**src/rtl/matrix_pad_loader.sv**
```systemverilog
// Loads an r x c row-major element stream into a zero-padded 5x5 frame (slot i*5+j).
// Latency: in_ready one cycle after en; slot written on handshake edge; done the cycle after the last handshake.
// Backpressure: in_ready high only in LOAD; en low aborts or acknowledges. Clamp option: MATRIX_PAD_LOADER_CLAMP_EN.
module matrix_pad_loader #(
    parameter int                    DATA_WIDTH = 9,
    parameter logic [DATA_WIDTH-1:0] MAX_VAL    = 9'd255
) (
    input  logic                       clk,
    input  logic                       reset_n,
    input  logic                       en,
    input  logic [2:0]                 r,
    input  logic [2:0]                 c,
    input  logic                       in_valid,
    input  logic [DATA_WIDTH-1:0]      in_data,
    output logic                       in_ready,
    output logic [25*DATA_WIDTH-1:0]   frame,
    output logic [4:0]                 count,
    output logic                       busy,
    output logic                       done,
    output logic                       err
);

    typedef enum logic [1:0] {
        ST_IDLE = 2'd0,
        ST_LOAD = 2'd1,
        ST_DONE = 2'd2
    } state_t;

`ifdef MATRIX_PAD_LOADER_CLAMP_EN
    localparam bit CLAMP_ON = 1'b1;
`else
    localparam bit CLAMP_ON = 1'b0;
`endif

    state_t                     state_q;
    logic [2:0]                 r_l_q;
    logic [2:0]                 c_l_q;
    logic [2:0]                 row_q;
    logic [2:0]                 col_q;
    logic [4:0]                 count_q;
    logic [25*DATA_WIDTH-1:0]   frame_q;
    logic                       in_ready_q;
    logic                       busy_q;
    logic                       done_q;
    logic                       err_q;

    logic                       dims_ok;
    logic                       last_col;
    logic                       last_elem;
    logic [2:0]                 row_d;
    logic [2:0]                 col_d;
    logic [4:0]                 slot_idx;
    logic [DATA_WIDTH-1:0]      wr_dat;

    // Legal dimensions are 1..5 on both axes; 0, 6 and 7 are rejected.
    assign dims_ok   = (r >= 3'd1) && (r <= 3'd5) && (c >= 3'd1) && (c <= 3'd5);
    assign last_col  = (col_q == c_l_q - 3'd1);
    assign last_elem = last_col && (row_q == r_l_q - 3'd1);
    assign slot_idx  = 5'(row_q) * 5'd5 + 5'(col_q);
    // With clamping compiled out the comparison folds away and data passes straight through.
    assign wr_dat    = (CLAMP_ON && (in_data > MAX_VAL)) ? MAX_VAL : in_data;

    // Next write position: wrap column at the latched width and step the row.
    always_comb begin
        row_d = row_q;
        col_d = col_q + 3'd1;
        if (last_col) begin
            col_d = 3'd0;
            row_d = row_q + 3'd1;
        end
    end

    // Control FSM with all outputs registered alongside the state.
    always_ff @(posedge clk or negedge reset_n) begin
        if (!reset_n) begin
            state_q    <= ST_IDLE;
            r_l_q      <= 3'd0;
            c_l_q      <= 3'd0;
            row_q      <= 3'd0;
            col_q      <= 3'd0;
            count_q    <= 5'd0;
            frame_q    <= '0;
            in_ready_q <= 1'b0;
            busy_q     <= 1'b0;
            done_q     <= 1'b0;
            err_q      <= 1'b0;
        end else begin
            case (state_q)
                ST_IDLE: begin
                    if (!en) begin
                        err_q <= 1'b0;
                    end else if (dims_ok) begin
                        r_l_q      <= r;
                        c_l_q      <= c;
                        row_q      <= 3'd0;
                        col_q      <= 3'd0;
                        count_q    <= 5'd0;
                        frame_q    <= '0;
                        err_q      <= 1'b0;
                        in_ready_q <= 1'b1;
                        busy_q     <= 1'b1;
                        state_q    <= ST_LOAD;
                    end else begin
                        // Bad request: flag it and leave the previous frame untouched.
                        err_q <= 1'b1;
                    end
                end
                ST_LOAD: begin
                    if (!en) begin
                        // Abort keeps the partial frame; a same-cycle element is dropped.
                        in_ready_q <= 1'b0;
                        busy_q     <= 1'b0;
                        state_q    <= ST_IDLE;
                    end else if (in_valid) begin
                        frame_q[int'(slot_idx)*DATA_WIDTH +: DATA_WIDTH] <= wr_dat;
                        count_q <= count_q + 5'd1;
                        row_q   <= row_d;
                        col_q   <= col_d;
                        if (last_elem) begin
                            in_ready_q <= 1'b0;
                            busy_q     <= 1'b0;
                            done_q     <= 1'b1;
                            state_q    <= ST_DONE;
                        end
                    end
                end
                ST_DONE: begin
                    // Frame is frozen until the downstream stage drops en.
                    if (!en) begin
                        done_q  <= 1'b0;
                        state_q <= ST_IDLE;
                    end
                end
                default: begin
                    in_ready_q <= 1'b0;
                    busy_q     <= 1'b0;
                    done_q     <= 1'b0;
                    state_q    <= ST_IDLE;
                end
            endcase
        end
    end

    assign in_ready = in_ready_q;
    assign busy     = busy_q;
    assign done     = done_q;
    assign err      = err_q;
    assign count    = count_q;
    assign frame    = frame_q;

endmodule
```
**config.mk**
```make
export PLATFORM = sky130hd
export DESIGN_NAME = matrix_pad_loader
export DESIGN_NICKNAME = d
export VERILOG_FILES = /design/src/rtl/matrix_pad_loader.sv
export SDC_FILE = /design/constraint.sdc
export NUM_CORES = 1
export LEC_CHECK = 0
export CORE_UTILIZATION = 56
export CTS_BUF_LIST = sky130_fd_sc_hd__clkbuf_4 sky130_fd_sc_hd__clkbuf_8
export DETAILED_ROUTE_END_ITERATION = 12
export PLACE_DENSITY = 0.88
export SYNTH_ARGS = -nofsm -noshare
export SYNTH_HDL_FRONTEND = slang
export SYNTH_SLANG_ARGS = --single-unit
export TNS_END_PERCENT = 1
```
**constraint.sdc**
```tcl
create_clock -name clk -period 8.7 [get_ports clk]
set_input_delay 1.74 -clock clk [delete_from_list [all_inputs] [get_ports clk]]
set_output_delay 1.74 -clock clk [all_outputs]
set_load 0.005 [all_outputs]
```
==> results list <==
- The flow ran to the end, and the final reports show no timing, DRC or antenna violations.
- Vias after detailed routing: 8255
- Area of the mapped netlist: approximately 0.011 mm2
* Maximum clock frequency: approximately 200 MHz
- Leakage power of the design: 7.65 nW
- Of the cells placed in the final design, the portion with a size suffix greater than 1 is 6.94%.
- Die H: 141 um
- Max FO, Critical Path: 71
* Starting utilization of the core area: 57.6%
* Setup repair after global routing missed its margin: false
* Peak VDD IR: 0.124 mV
- At the end of routability-driven placement, the weighted congestion stood at around 0.84.
* Antenna violations before repair: 0
- The first global-routing pass estimated 47700 um of wire.
* Slowest cell on crit path: sky130_fd_sc_hd__or4b_4
* Gr ovfl total: 0
- Critical path capture point type: register
* Delay of the slowest cell on the worst path: 0.81 ns
* Count of instances resized after the clock tree is built: 0
- The final critical path takes up 58.8% of the cycle.
- Clock tree synthesis found a total of approximately 250 sinks.
- Hold Violations, Final: 0
* Root buf cell: sky130_fd_sc_hd__clkbuf_8
* Post-Route Utilization: 75.4%
- The clock reaches the later pin of the worst-skew pair after 0.52 ns.
- Syn Inst Count: about 940
- Before antenna repair, the detailed router went through 5 iterations.
- The number of antenna diodes in the final layout is 0.
- The initialized floorplan defines 50 standard-cell rows.
- Global routing consumed, over all layers together, a little under a third of the routing resources.
- Measured against its own limit, the worst slew margin works out to 23.6%.
- Once detailed placement completed, the half-perimeter wirelength came to 20600 um.
- Storage element area: 0.00618 mm2
- The worst setup path is launched from an input pin.
- No sink is reached through more buffers than the 3 on the longest clock path.
* Kind of critical path: in -> reg
- Vias in the first global route: 8551
- Io pins: 253
- Tightest Hold Check Type: reg -> reg
- TritonCTS built the clock tree.
* Number of clock buffers inserted by TritonCTS: 39
- Number of buffer cells added on primary ports: 252
- During synthesis, Yosys emitted a total of 0 warnings.
- Dividing total power by cell area gives a power density of 197 mW/mm2.
- The final max-slew violation count was 0.
- Maximum level of the CTS H-tree: 2
- Filler instances: 1249
- The die is 141 um wide.
* Number of enable flip-flop cells after synthesis: 0
* Via density per instance: 5.67
* Overall die area: between 0.015 and 0.02 mm2
- Post-synth top flop: sky130_fd_sc_hd__dfrtp_1
* Number of library cell types mapped by synthesis: 43
* Detailed Route Iter0 Violations: 450
* FF+latch count, synth: 247
- Synth Net Count: about 980
- From synthesis to final layout, the design area changed by 30.9%.
- Setup total negative slack on the finished layout was measured at 0 ns.
- After synthesis, the mean cell area works out to 11.5 um2.
- The smallest clock period supported by the final layout is computed as 5.12 ns.
- Setup repair bufs after CTS: 0
- DR WL/cell: 21.1 um
- Worst EP arrival: about 5.5 ns
* Crit-path cells: clkdlybuf4s50_1 > or3b_1 > or4b_4 > buf_4 > a211oi_4 > nand4_1 > mux2i_1
- For this run, asynchronously set or reset flops after synthesis account for 100%.
* Setup Skew: between 0.008 and 0.009 ns
- After clock tree synthesis, the clock-pin slew on the worst setup and hold paths is 0.06 ns.
- Summing internal, switching and leakage power gives approximately 2.8 mW.
- Number of remaining DRC errors: 0
- Summing all multi-input logic gate instances after layout gives 0.00432 mm2.
- Setup violations remaining at the end of the flow were counted as 0.
* Number of hold-repair buffers added at the cts stage: 0
* Required time worst endpoint: between 9 and 10 ns
- Pin count of the biggest net entering global routing: between 100 and 150
- For the pin with the worst max-slew slack, the measured transition is approximately 1.1 ns.
- Register area share after synthesis: 56.8%
- The detail route stage leaves a number of antenna-violating nets equal to 0.
- DRT Wirelength: 30700 um
- For this run, the post-layout net count is 1207.
- Maxcap violations: 0
- Total core area: ~0.019 mm2
-- layout make-up --
| cell class | instances | share of cell area (%) |
|---|---|---|
| Sequential cell | 247 | 43.4 |
| Multi-Input combinational cell | 618 | 30.4 |
| Timing Repair Buffer | 256 | 18.0 |
| Clock buffer | 63 | 5.65 |
| Tap cell | 260 | 2.28 |
| Inverter | 9 | 0.237 |
| Clock inverter | 3 | 0.105 |
-- layout by cell type (no fill, tap or decap), drive strengths merged, types with 2 or more instances in the layout --
cell and n:
nand2 261, clkdlybuf4s50 251, dfrtp 247, mux2i 226
clkbuf 63, nand4 23, ha 16, nand3 11
inv 9, xnor2 8, o21ai 8, mux2 7
xor2 6, and2 6, o22ai 5, buf 5
nor3 4, nor3b 4, and3 4, a21oi 3
nand2b 3, clkinv 3, xor3 2, nor2 2
a21o 2, a22o 2, a211oi 2
-- per-layer routing --
metal  vias to the layer above  global-route usage (%)  part of all wire (%)
met5                         -                       0                     0
met4                         0                    14.0                   3.5
met3                        75                    7.96                   8.6
met2                       372                    51.8                    48
met1                      4168                    39.4                    40
li1                       3640                       -                     -
-- report_power, final --
group          switching [mW]  internal (mW)  total [mW]
clock                   0.446          0.582        1.03
combinational           0.332          0.207       0.539
sequential             0.0401           1.19        1.23
total                   0.818           1.98        2.80
-- critical path: cells and delay by family --
family / cells / cell delay [ns]
AO/OA/AOI/OAI: 1 / 0.50
AND/OR/NAND/NOR: 3 / 1.84
buffers and inverters: 2 / 1.05
multiplexers: 1 / 0.39
-- cell families (layout without fill, tap and decap cells) --
| family | count (synthesis) | count (layout) | synth area share (%) |
|---|---|---|---|
| and+or+nand+nor | 323 | 323 | 12.7 |
| DFF | 247 | 247 | 56.8 |
| muxes | 233 | 233 | 21.5 |
| buffers and inverters | 78 | 331 | 3.41 |
| AOI/OAI and AO/OA | 28 | 28 | 1.78 |
| adders and majority gates | 17 | 17 | 2.02 |
| xor gates and xnor gates | 17 | 17 | 1.77 |
-- registers in the layout, indices dropped and copies added (netlist names) --
signal and flops:
r_l_q 3, busy 1, col_q 3, state_q 2, count 5, frame 225
err 1, row_q 3, c_l_q 3, done 1
-- cells in the mapped netlist (6+ instances only) --
master,number,area [um2]
sky130_fd_sc_hd__o21ai_0,8,40.0
sky130_fd_sc_hd__clkbuf_1,37,139
sky130_fd_sc_hd__mux2i_1,226,2260
sky130_fd_sc_hd__buf_2,17,85.1
sky130_fd_sc_hd__xor2_1,6,52.6
sky130_fd_sc_hd__mux2_2,7,78.8
sky130_fd_sc_hd__and2_1,6,37.5
sky130_fd_sc_hd__buf_4,11,82.6
sky130_fd_sc_hd__nand4_1,23,144
sky130_fd_sc_hd__xnor2_1,8,70.1
sky130_fd_sc_hd__dfrtp_1,247,6180
sky130_fd_sc_hd__inv_1,9,33.8
sky130_fd_sc_hd__nand2_1,260,976
sky130_fd_sc_hd__nand3_1,11,55.1
sky130_fd_sc_hd__ha_1,16,200
-- path summary, 6_finish.rpt --
check	start	endpoint	slack [ns]	depth (start not counted)
min in group asynchronous	reset_n	frame[92]$_DFFE_PN0P_	1.23	1
max	en	frame[184]$_DFFE_PN0P_	3.58	7
min	r_l_q[1]$_DFFE_PN0P_	r_l_q[1]$_DFFE_PN0P_	0.51	1
max reg2reg	row_q[0]$_DFFE_PN0P_	frame[169]$_DFFE_PN0P_	4.54	8
max in group asynchronous	reset_n	frame[199]$_DFFE_PN0P_	6.00	2
min reg2reg	r_l_q[1]$_DFFE_PN0P_	r_l_q[1]$_DFFE_PN0P_	0.51	1
-- per-stage QoR --
stage	setup slack [ns]	std cells	area [um2]	hold slack, ns
3_5_place_dp	3.15	1390	13400	0.507
4_1_cts	3.63	1456	14200	0.521
5_1_grt	3.41	1456	14200	0.534
6_report	3.58	1456	14200	0.513
3_3_place_gp	3.19	1390	13400	0.495
2_1_floorplan	5.20	943	10900	0.479
No activity file was read; power rests on OpenSTA's default activity.
